<file path="src/rtl/ctrl_flow_buffer.sv">
// Control-flow side buffer indexed by ROB entry: dispatch snapshot, write-back
// resolution, and in-order presentation of resolved entries at commit.
module ctrl_flow_buffer #(
  parameter int unsigned WIDTH  = 32,
  parameter int unsigned CTRL_W = 14,
  parameter int unsigned DEPTH  = 8,
  localparam int unsigned PTR_W = $clog2(DEPTH)
) (
  input  logic              clk,
  input  logic              reset,
  input  logic              alloc_valid,
  output logic              alloc_ready,
  output logic [PTR_W-1:0]  alloc_idx,
  input  logic [WIDTH-1:0]  alloc_seq_pc,
  input  logic [WIDTH-1:0]  alloc_reg_status,
  input  logic              wb_valid,
  input  logic [PTR_W-1:0]  wb_entry,
  input  logic [WIDTH-1:0]  wb_target,
  input  logic [CTRL_W-1:0] wb_ctrl,
  output logic              commit_valid,
  input  logic              commit_ready,
  output logic [PTR_W-1:0]  commit_idx,
  output logic [WIDTH-1:0]  commit_seq_pc,
  output logic [WIDTH-1:0]  commit_reg_status,
  output logic [WIDTH-1:0]  commit_target,
  output logic [CTRL_W-1:0] commit_ctrl,
  output logic              commit_redirect,
  input  logic              flush,
  output logic [PTR_W:0]    count
);

  localparam logic [PTR_W:0] PTR_ONE = {{PTR_W{1'b0}}, 1'b1};

  logic [PTR_W:0]    head_q, head_d;
  logic [PTR_W:0]    tail_q, tail_d;
  logic [PTR_W:0]    count_q, count_d;
  logic [DEPTH-1:0]  alloc_v_q, alloc_v_d;
  logic [DEPTH-1:0]  done_q, done_d;

  logic [WIDTH-1:0]  seq_pc_mem     [DEPTH];
  logic [WIDTH-1:0]  reg_status_mem [DEPTH];
  logic [WIDTH-1:0]  target_mem     [DEPTH];
  logic [CTRL_W-1:0] ctrl_mem       [DEPTH];

  logic [PTR_W-1:0]  head_idx;
  logic [PTR_W-1:0]  tail_idx;
  logic              empty;
  logic              full;
  logic              alloc_fire;
  logic              commit_fire;
  logic              wb_accept;

  assign head_idx = head_q[PTR_W-1:0];
  assign tail_idx = tail_q[PTR_W-1:0];
  assign empty    = (head_q == tail_q);
  assign full     = (head_idx == tail_idx) && (head_q[PTR_W] != tail_q[PTR_W]);

  // Ready comes only from registered pointers; a same-cycle commit never frees a slot early.
  assign alloc_ready  = ~full;
  assign alloc_idx    = tail_idx;
  assign commit_valid = ~empty & done_q[head_idx];
  assign commit_idx   = head_idx;
  assign count        = count_q;

  assign alloc_fire  = alloc_valid & ~full & ~flush;
  assign commit_fire = commit_valid & commit_ready & ~flush;
  // An entry being allocated this cycle still reads alloc_v=0, so a colliding write-back is dropped.
  assign wb_accept   = wb_valid & alloc_v_q[wb_entry] & ~flush;

  always_comb begin
    commit_seq_pc     = '0;
    commit_reg_status = '0;
    commit_target     = '0;
    commit_ctrl       = '0;
    if (commit_valid) begin
      commit_seq_pc     = seq_pc_mem[head_idx];
      commit_reg_status = reg_status_mem[head_idx];
      commit_target     = target_mem[head_idx];
      commit_ctrl       = ctrl_mem[head_idx];
    end
    commit_redirect = commit_valid & (commit_ctrl[1] | commit_ctrl[0]);
  end

  always_comb begin
    head_d    = head_q;
    tail_d    = tail_q;
    count_d   = count_q;
    alloc_v_d = alloc_v_q;
    done_d    = done_q;
    if (flush) begin
      head_d    = '0;
      tail_d    = '0;
      count_d   = '0;
      alloc_v_d = '0;
      done_d    = '0;
    end else begin
      if (wb_accept) begin
        done_d[wb_entry] = 1'b1;
      end
      if (commit_fire) begin
        alloc_v_d[head_idx] = 1'b0;
        head_d              = head_q + PTR_ONE;
      end
      if (alloc_fire) begin
        alloc_v_d[tail_idx] = 1'b1;
        done_d[tail_idx]    = 1'b0;
        tail_d              = tail_q + PTR_ONE;
      end
      if (alloc_fire && !commit_fire) begin
        count_d = count_q + PTR_ONE;
      end else if (commit_fire && !alloc_fire) begin
        count_d = count_q - PTR_ONE;
      end
    end
  end

  always_ff @(posedge clk or negedge reset) begin
    if (!reset) begin
      head_q    <= '0;
      tail_q    <= '0;
      count_q   <= '0;
      alloc_v_q <= '0;
      done_q    <= '0;
    end else begin
      head_q    <= head_d;
      tail_q    <= tail_d;
      count_q   <= count_d;
      alloc_v_q <= alloc_v_d;
      done_q    <= done_d;
    end
  end

  always_ff @(posedge clk) begin
    if (alloc_fire) begin
      seq_pc_mem[tail_idx]     <= alloc_seq_pc;
      reg_status_mem[tail_idx] <= alloc_reg_status;
    end
    if (wb_accept) begin
      target_mem[wb_entry] <= wb_target;
      ctrl_mem[wb_entry]   <= wb_ctrl;
    end
  end

endmodule

</file>
<file path="config.mk">
export PLATFORM = sky130hd
export DESIGN_NAME = ctrl_flow_buffer
export DESIGN_NICKNAME = d
export VERILOG_FILES = /design/src/rtl/ctrl_flow_buffer.sv
export SDC_FILE = /design/constraint.sdc
export NUM_CORES = 1
export LEC_CHECK = 0
export CORE_MARGIN = 4
export CORE_UTILIZATION = 53
export CTS_CLUSTER_DIAMETER = 30
export DETAILED_ROUTE_END_ITERATION = 7
export HOLD_SLACK_MARGIN = 0.08
export PLACE_DENSITY = 0.78
export SKIP_CTS_REPAIR_TIMING = 1
export SLEW_MARGIN = 20
export SYNTH_ARGS = -nofsm -noshare
export SYNTH_HDL_FRONTEND = slang
export SYNTH_SLANG_ARGS = --single-unit
</file>
<file path="constraint.sdc">
create_clock -name clk -period 8 [get_ports clk]
set_input_delay 1.2 -clock clk [delete_from_list [all_inputs] [get_ports clk]]
set_output_delay 1.2 -clock clk [all_outputs]
set_load 0.1 [all_outputs]
</file>
==> flow_results.xml, run 1 <==
<?xml version="1.0" encoding="UTF-8"?>
<metrics>
  <group name="run_status">
    <metric name="result_of_the_run" unit="">completed</metric>
  </group>
  <group name="floorplan">
    <metric name="floorplan.initialDensity" unit="%">53.9</metric>
    <metric name="floorplan.die_area" unit="sq um">70200</metric>
    <metric name="floorplan.core_area" unit="sq um">64900</metric>
    <metric name="die_w" unit="um">265</metric>
    <metric name="row_count" unit="">93</metric>
    <metric name="top_ports" unit="">242</metric>
    <metric name="die_h" unit="um">265</metric>
  </group>
  <group name="placed_design">
    <metric name="portBuffers" unit="">241</metric>
    <metric name="finalWeightedCongestion" unit="">0.749</metric>
    <metric name="sum_of_net_half_perimeters_after_detailed_placement" unit="um">40300</metric>
    <metric name="post-place-ws" unit="ns">2.01</metric>
    <metric name="post-place-cells" unit="">2643</metric>
  </group>
  <group name="critical_path">
    <metric name="critPathMaxStageDelay" unit="ns">1.02</metric>
    <metric name="regToRegSetupSlack" unit="ns">3.43</metric>
    <metric name="cp-end-kind" unit="">primary output</metric>
    <metric name="critical_path.max_fanout" unit="">48</metric>
    <metric name="cpMaxStageDelayCell" unit="">dfrtp_4</metric>
    <metric name="required" unit="ns">6.80</metric>
    <metric name="timing.critical_path.mode_cell" unit="">buf_4</metric>
    <metric name="critPathKind" unit="">reg2out</metric>
    <metric name="reg2regPathDepth" unit="">10</metric>
    <metric name="crit-reg2reg-capture" unit="">count[3]$_DFFE_PN0P_</metric>
    <metric name="worst_setup_path_startpoint" unit="">head_q[0]$_DFFE_PN0P_</metric>
    <metric name="worstPathCellList" unit="">buf_4 -&gt; buf_4 -&gt; mux4_2 -&gt; mux2i_1 -&gt; nor2_1 -&gt; clkdlybuf4s50_1</metric>
    <metric name="start_kind" unit="">register</metric>
    <metric name="reg2reg_from" unit="">head_q[2]$_DFFE_PN0P_</metric>
    <metric name="worst-endpoint-arrival" unit="ns">5.40</metric>
  </group>
  <group name="timing">
    <metric name="post-route-worst-setup-slack" unit="ns">1.40</metric>
    <metric name="final-hold-violation-count" unit="">0</metric>
    <metric name="slew-limit-headroom" unit="%">24.9</metric>
    <metric name="finalMaxSlewViolations" unit="">0</metric>
    <metric name="period_needed" unit="ns">6.60</metric>
    <metric name="tightestPinTransition" unit="ns">1.11</metric>
    <metric name="timing.final.setup_violations" unit="">0</metric>
    <metric name="setup-tns-final" unit="ns">0</metric>
    <metric name="max_fclk" unit="GHz">0.151</metric>
    <metric name="hold_slack" unit="ns">0.530</metric>
    <metric name="timing.final.crit_share" unit="%">82.5</metric>
    <metric name="fin_worst_skew" unit="ns">0.0411</metric>
    <metric name="grt_setup_unrepaired" unit="">false</metric>
  </group>
  <group name="grt">
    <metric name="grt_start_max_net_pins" unit="">64</metric>
    <metric name="grt.overflow.total" unit="">0</metric>
    <metric name="wire_length_of_the_first_global_routing_pass" unit="um">118000</metric>
    <metric name="antenna_found_initial" unit="">14</metric>
    <metric name="globalRouteTotalUtil" unit="%">22.5</metric>
    <metric name="via_count_of_the_first_global_routing_pass" unit="">18600</metric>
  </group>
  <group name="pwr">
    <metric name="power.leakage" unit="uW">0.0136</metric>
    <metric name="cellPowerDensity" unit="nW/um^2">269</metric>
    <metric name="ir_drop" unit="mV">0.225</metric>
  </group>
  <group name="yosys">
    <metric name="ys_seq_area_share" unit="%">77.6</metric>
    <metric name="mappedNetlistArea" unit="sq um">35000</metric>
    <metric name="yosysTopAreaCellShare" unit="%">75.6</metric>
    <metric name="yosys_register_bits" unit="">908</metric>
    <metric name="synth.avg_cell_area" unit="sq um">21.9</metric>
    <metric name="syn-num-nets" unit="">1724</metric>
    <metric name="yosys-top-cells-area" unit="">edfxtp_1 (76%), mux4_2 (14%), mux2i_1 (3.3%)</metric>
    <metric name="yosysWarnings" unit="">0</metric>
    <metric name="netlist.top_cell.by_area" unit="">edfxtp_1</metric>
    <metric name="distinct_cell_type_count_after_synthesis" unit="">46</metric>
    <metric name="synthCells" unit="">1600</metric>
  </group>
  <group name="drt">
    <metric name="drt_iter0_drc" unit="">1592</metric>
    <metric name="routed_wirelength" unit="um">78200</metric>
    <metric name="total_drc_errors_in_the_routed_layout" unit="">0</metric>
    <metric name="detailed_routing_iterations_pass_1" unit="">8</metric>
    <metric name="wl_per_cell" unit="um">26.8</metric>
    <metric name="ant_nets" unit="">0</metric>
    <metric name="vias" unit="">17400</metric>
    <metric name="vias_per_cell" unit="">5.95</metric>
  </group>
  <group name="clocking">
    <metric name="cts_made_buffers" unit="">145</metric>
    <metric name="clockBufferDepth" unit="">3</metric>
    <metric name="cts_tree" unit="">yes</metric>
    <metric name="clk_latency" unit="ns">0.73</metric>
    <metric name="cts_sinks" unit="">908</metric>
    <metric name="clockRootBuffer" unit="">clkbuf_16</metric>
    <metric name="worst_setup_hold_path_clk_slew" unit="ns">0.05</metric>
    <metric name="clock_tree.htree_level_count" unit="">4</metric>
  </group>
  <group name="flow_run">
    <metric name="max_cap_violations" unit="">0</metric>
  </group>
  <group name="cells_and_area">
    <metric name="layout_commonest_cell" unit="">edfxtp_1</metric>
    <metric name="most-common-layout-cells" unit="">edfxtp_1 (880), clkdlybuf4s50_1 (239), mux4_2 (219), clkbuf_16 (146), nor2_1 (141)</metric>
    <metric name="finalCoreUtilization" unit="%">66.9</metric>
    <metric name="post_route_cells_drive_above_1_share" unit="%">25.3</metric>
    <metric name="final-instance-count-excl-fill" unit="">2920</metric>
    <metric name="flow.area_growth_from_synthesis" unit="%">24.3</metric>
    <metric name="layout.nets" unit="">2059</metric>
  </group>
  <group name="worst_hold_path">
    <metric name="min_to" unit="">done_q[7]$_DFF_PN0_</metric>
    <metric name="min_delay_path_depth" unit="">1</metric>
    <metric name="hold_path.class" unit="">reg2reg</metric>
    <metric name="hp-start" unit="">done_q[7]$_DFF_PN0_</metric>
  </group>
</metrics>
flip-flops by register name, summed over array words and instances, names as in the netlist:
| name | flops |
|---|---|
| alloc_v_q | 8 |
| count | 4 |
| ctrl_mem | 112 |
| done_q | 8 |
| head_q | 4 |
| reg_status_mem | 256 |
| seq_pc_mem | 256 |
| tail_q | 4 |
| target_mem | 256 |
Yosys cell counts, drive strengths merged:
library cell and count:
clkinv 1, xnor2 6, edfxtp 880, and3b 2
nor4 2, nor2b 4, xor2 7, and2 1
mux2i 114, a211oi 8, o311ai 1, o211a 2
nor4b 1, nand3b 1, o41ai 2, a21o 2
nor3 19, a21oi 10, fa 1, o21a 1
o41a 1, mux4 219, and3 1, dfrtp 28
or3 2, nand4 1, buf 54, nand2 13
o221a 1, nor3b 1, nor2 148, nand3 3
clkbuf 36, a32o 1, ha 4, o32ai 1
a311oi 1, inv 7, nand2b 4, mux2 3
o21ai 6
critical path, delay by kind of cell (launching register included):
kind                   cells  cell delay (ns)
muxes                      2             0.95
DFF                        1             1.02
and+or+nand+nor            1             0.08
buffers and inverters      3             2.55
metal layers:
layer,global-route usage (%),share of wire [%],up-vias
met5,0,0.073,-
met4,7.91,2.6,8
met3,6.05,7.2,144
met2,37.0,51,698
met1,29.5,39,9189
li1,-,-,7330
stage by stage:
| step | area (sq um) | total power [uW] |
|---|---|---|
| final | 43500 | 11700 |
| after global routing | 43400 | 12100 |
| after CTS | 43400 | 11800 |
| after detailed placement | 38500 | 5640 |
| after global placement | 38500 | 5620 |
| after floorplan | 35000 | 5480 |
layout make-up:
type                            count  area, sq um
Sequential cell                   908        27100
Fill cell                        4005        21500
Multi-Input combinational cell    594         7550
Clock buffer                      160         3720
Timing Repair Buffer              278         2730
Clock inverter                    105         1200
Tap cell                          855         1070
Inverter                            8         30.0
Antenna cell                       12         30.0
where the power goes:
part	switching, uW	internal (uW)
Combinational	165	97.8
Clock	2270	3870
Sequential	16.9	5270
Total	2450	9240
worst max path at each step:
| stage | endpoint | slack (ns) | cells after the start |
|---|---|---|---|
| finish | commit_seq_pc[28] | 1.40 | 6 |
| global route | commit_seq_pc[28] | 0.94 | 6 |
| CTS | commit_seq_pc[28] | 1.21 | 6 |
| detailed placement | commit_seq_pc[28] | 2.01 | 6 |
| global placement | commit_seq_pc[28] | 2.04 | 6 |
| floorplan | reg_status_mem[0][0]$_DFFE_PP_ | 1.01 | 3 |
kinds of logic after synthesis:
kind of cell / synth area share [%]
AOI/OAI and AO/OA: 0.794
xor gates and xnor gates: 0.326
adders and majority gates: 0.200
buffers and inverters: 1.23
DFF: 77.6
muxes: 17.5
and+or+nand+nor: 2.43
Power figures use the tool's default switching activity.
==> inputs of run 2 (changes only) <==
- clock period: 8 -> 5.45 ns (I/O delays scaled with it)
==> run 2 against run 1 <==
Setup slack got worse by 0.80 ns. Worst hold slack lost 0.011 ns. Register-to-register slack got worse by 2.1 ns. Combinational power up 48%. Cell area is 1.1% lower. Flip-flop and latch count is the same.
==> flow_results.xml, run 2 (same netlist as run 1, synthesis figures left out) <==
<?xml version="1.0" encoding="UTF-8"?>
<metrics>
  <group name="drt">
    <metric name="drt_iter0_drc" unit="">1327</metric>
    <metric name="vias_per_cell" unit="">5.91</metric>
    <metric name="detailed_routing_iterations_pass_1" unit="">6</metric>
    <metric name="wl_per_cell" unit="um">26.4</metric>
    <metric name="vias" unit="">17200</metric>
    <metric name="routed_wirelength" unit="um">77000</metric>
    <metric name="total_drc_errors_in_the_routed_layout" unit="">0</metric>
    <metric name="ant_nets" unit="">0</metric>
  </group>
  <group name="cells_and_area">
    <metric name="fillers" unit="">4087</metric>
    <metric name="layout_commonest_cell" unit="">edfxtp_1</metric>
    <metric name="largestRegisters" unit="">reg_status_mem x256, seq_pc_mem x256, target_mem x256</metric>
    <metric name="regArea" unit="sq um">27100</metric>
    <metric name="flow.area_growth_from_synthesis" unit="%">22.9</metric>
    <metric name="post_route_cells_drive_above_1_share" unit="%">30.2</metric>
    <metric name="finalCoreUtilization" unit="%">66.2</metric>
    <metric name="most-common-layout-cells" unit="">edfxtp_1 (880), mux4_2 (219), buf_4 (148), clkbuf_16 (146), nor2_1 (141)</metric>
    <metric name="area_used_by_multi_input_combinational_logic" unit="sq um">7580</metric>
    <metric name="layout.nets" unit="">2063</metric>
  </group>
  <group name="grt">
    <metric name="grt.overflow.total" unit="">0</metric>
    <metric name="antenna_found_initial" unit="">13</metric>
    <metric name="wire_length_of_the_first_global_routing_pass" unit="um">116000</metric>
    <metric name="globalRouteTotalUtil" unit="%">22.2</metric>
    <metric name="grt_start_max_net_pins" unit="">90</metric>
    <metric name="via_count_of_the_first_global_routing_pass" unit="">18600</metric>
  </group>
  <group name="critical_path">
    <metric name="required" unit="ns">4.63</metric>
    <metric name="critPathKind" unit="">reg2out</metric>
    <metric name="start_kind" unit="">register</metric>
    <metric name="worst-endpoint-arrival" unit="ns">4.03</metric>
    <metric name="critical_path.max_fanout" unit="">44</metric>
    <metric name="cp-end-kind" unit="">primary output</metric>
  </group>
  <group name="floorplan">
    <metric name="row_count" unit="">93</metric>
    <metric name="die_w" unit="um">265</metric>
    <metric name="top_ports" unit="">242</metric>
    <metric name="floorplan.die_area" unit="sq um">70200</metric>
    <metric name="floorplan.initialDensity" unit="%">53.9</metric>
    <metric name="die_h" unit="um">265</metric>
    <metric name="floorplan.core_area" unit="sq um">64900</metric>
  </group>
  <group name="timing">
    <metric name="timing.final.crit_share" unit="%">89.0</metric>
    <metric name="final-hold-violation-count" unit="">0</metric>
    <metric name="tightestPinTransition" unit="ns">1.15</metric>
    <metric name="setup-tns-final" unit="ns">0</metric>
    <metric name="timing.final.setup_violations" unit="">0</metric>
    <metric name="fin_worst_skew" unit="ns">0.0217</metric>
    <metric name="period_needed" unit="ns">4.85</metric>
    <metric name="grt_setup_unrepaired" unit="">false</metric>
    <metric name="finalMaxSlewViolations" unit="">0</metric>
    <metric name="max_fclk" unit="GHz">0.206</metric>
    <metric name="slew-limit-headroom" unit="%">22.9</metric>
  </group>
  <group name="clocking">
    <metric name="cts_made_buffers" unit="">144</metric>
    <metric name="clk_latency" unit="ns">0.71</metric>
    <metric name="clockRootBuffer" unit="">clkbuf_16</metric>
    <metric name="cts_tree" unit="">yes</metric>
    <metric name="clockBufferDepth" unit="">3</metric>
    <metric name="clock_tree.htree_level_count" unit="">4</metric>
    <metric name="cts_sinks" unit="">908</metric>
    <metric name="worst_setup_hold_path_clk_slew" unit="ns">0.05</metric>
  </group>
  <group name="worst_hold_path">
    <metric name="hold_path.class" unit="">in2async</metric>
  </group>
  <group name="pwr">
    <metric name="power.leakage" unit="uW">0.0137</metric>
    <metric name="cellPowerDensity" unit="nW/um^2">389</metric>
    <metric name="power" unit="uW">16700</metric>
    <metric name="ir_drop" unit="mV">0.353</metric>
  </group>
  <group name="flow_run">
    <metric name="max_cap_violations" unit="">0</metric>
  </group>
  <group name="placed_design">
    <metric name="portBuffers" unit="">241</metric>
    <metric name="sum_of_net_half_perimeters_after_detailed_placement" unit="um">41500</metric>
    <metric name="finalWeightedCongestion" unit="">0.728</metric>
  </group>
  <group name="run_status">
    <metric name="result_of_the_run" unit="">completed</metric>
  </group>
</metrics>
[run 2: changes by cell type in the layout (fill, tap and decap cells not counted), moves of 7 or more]
cell and change:
buf_4 +116, clkinv_4 -7, clkinv_2 +8, clkinvlp_4 -7
clkinv_1 +9, clkdlybuf4s50_1 -110
[run 2: where the power goes]
| part | internal, uW | total (uW) | switching, uW |
|---|---|---|---|
| combinational | 147 | 389 | 242 |
| sequential | 7740 | 7760 | 25.8 |
| clock | 5370 | 8550 | 3180 |
[run 2: stage by stage]
stage                     area [sq um]  instances  hold slack [ns]  setup WS [ns]
after floorplan                  35000       1600            0.491          0.129
after global placement           38300       2647            0.507           1.20
after detailed placement         38300       2648            0.515           1.19
after CTS                        43000       2911            0.482          0.413
after global routing             43000       2917            0.537          0.184
final                            43000       2920            0.519          0.600
[run 2: metal layers]
metal  global-route usage (%)  vias to the layer above  share of wire (%)
met1                     29.3                     9076                 40
li1                         -                     7352                  -
met4                     9.27                       12                3.2
met3                     5.74                      158                6.6
met2                     35.8                      646                 50
met5                        0                        -              0.090
[run 2: final cells by class]
type,count,share of cell area [%]
Antenna cell,9,0.0524
Clock buffer,162,8.64
Clock inverter,101,2.13
Inverter,8,0.0699
Multi-Input combinational cell,594,17.6
Sequential cell,908,63.1
Tap cell,855,2.49
Timing Repair Buffer,283,5.86
[run 2: path summary, 6_finish.rpt]
kind / slack (ns) / start / endpoint / cells past startpoint
min in group clk: 0.53 / done_q[7]$_DFF_PN0_ / done_q[7]$_DFF_PN0_ / 1
hold reg to reg: 0.53 / done_q[7]$_DFF_PN0_ / done_q[7]$_DFF_PN0_ / 1
hold / removal: 0.52 / reset / head_q[2]$_DFFE_PN0P_ / 2
max in group asynchronous: 4.59 / reset / head_q[0]$_DFFE_PN0P_ / 2
setup reg to reg: 1.37 / head_q[2]$_DFFE_PN0P_ / count[3]$_DFFE_PN0P_ / 10
setup / recovery: 0.60 / head_q[0]$_DFFE_PN0P_ / commit_seq_pc[29] / 6
[run 2: worst max-delay path, stage by stage, from the launching register on]
cell	delay, ns
dfrtp_4	0.81
buf_4	0.55
buf_4	0.78
mux4_2	0.60
mux2i_1	0.23
nor2_1	0.07
buf_4	0.24
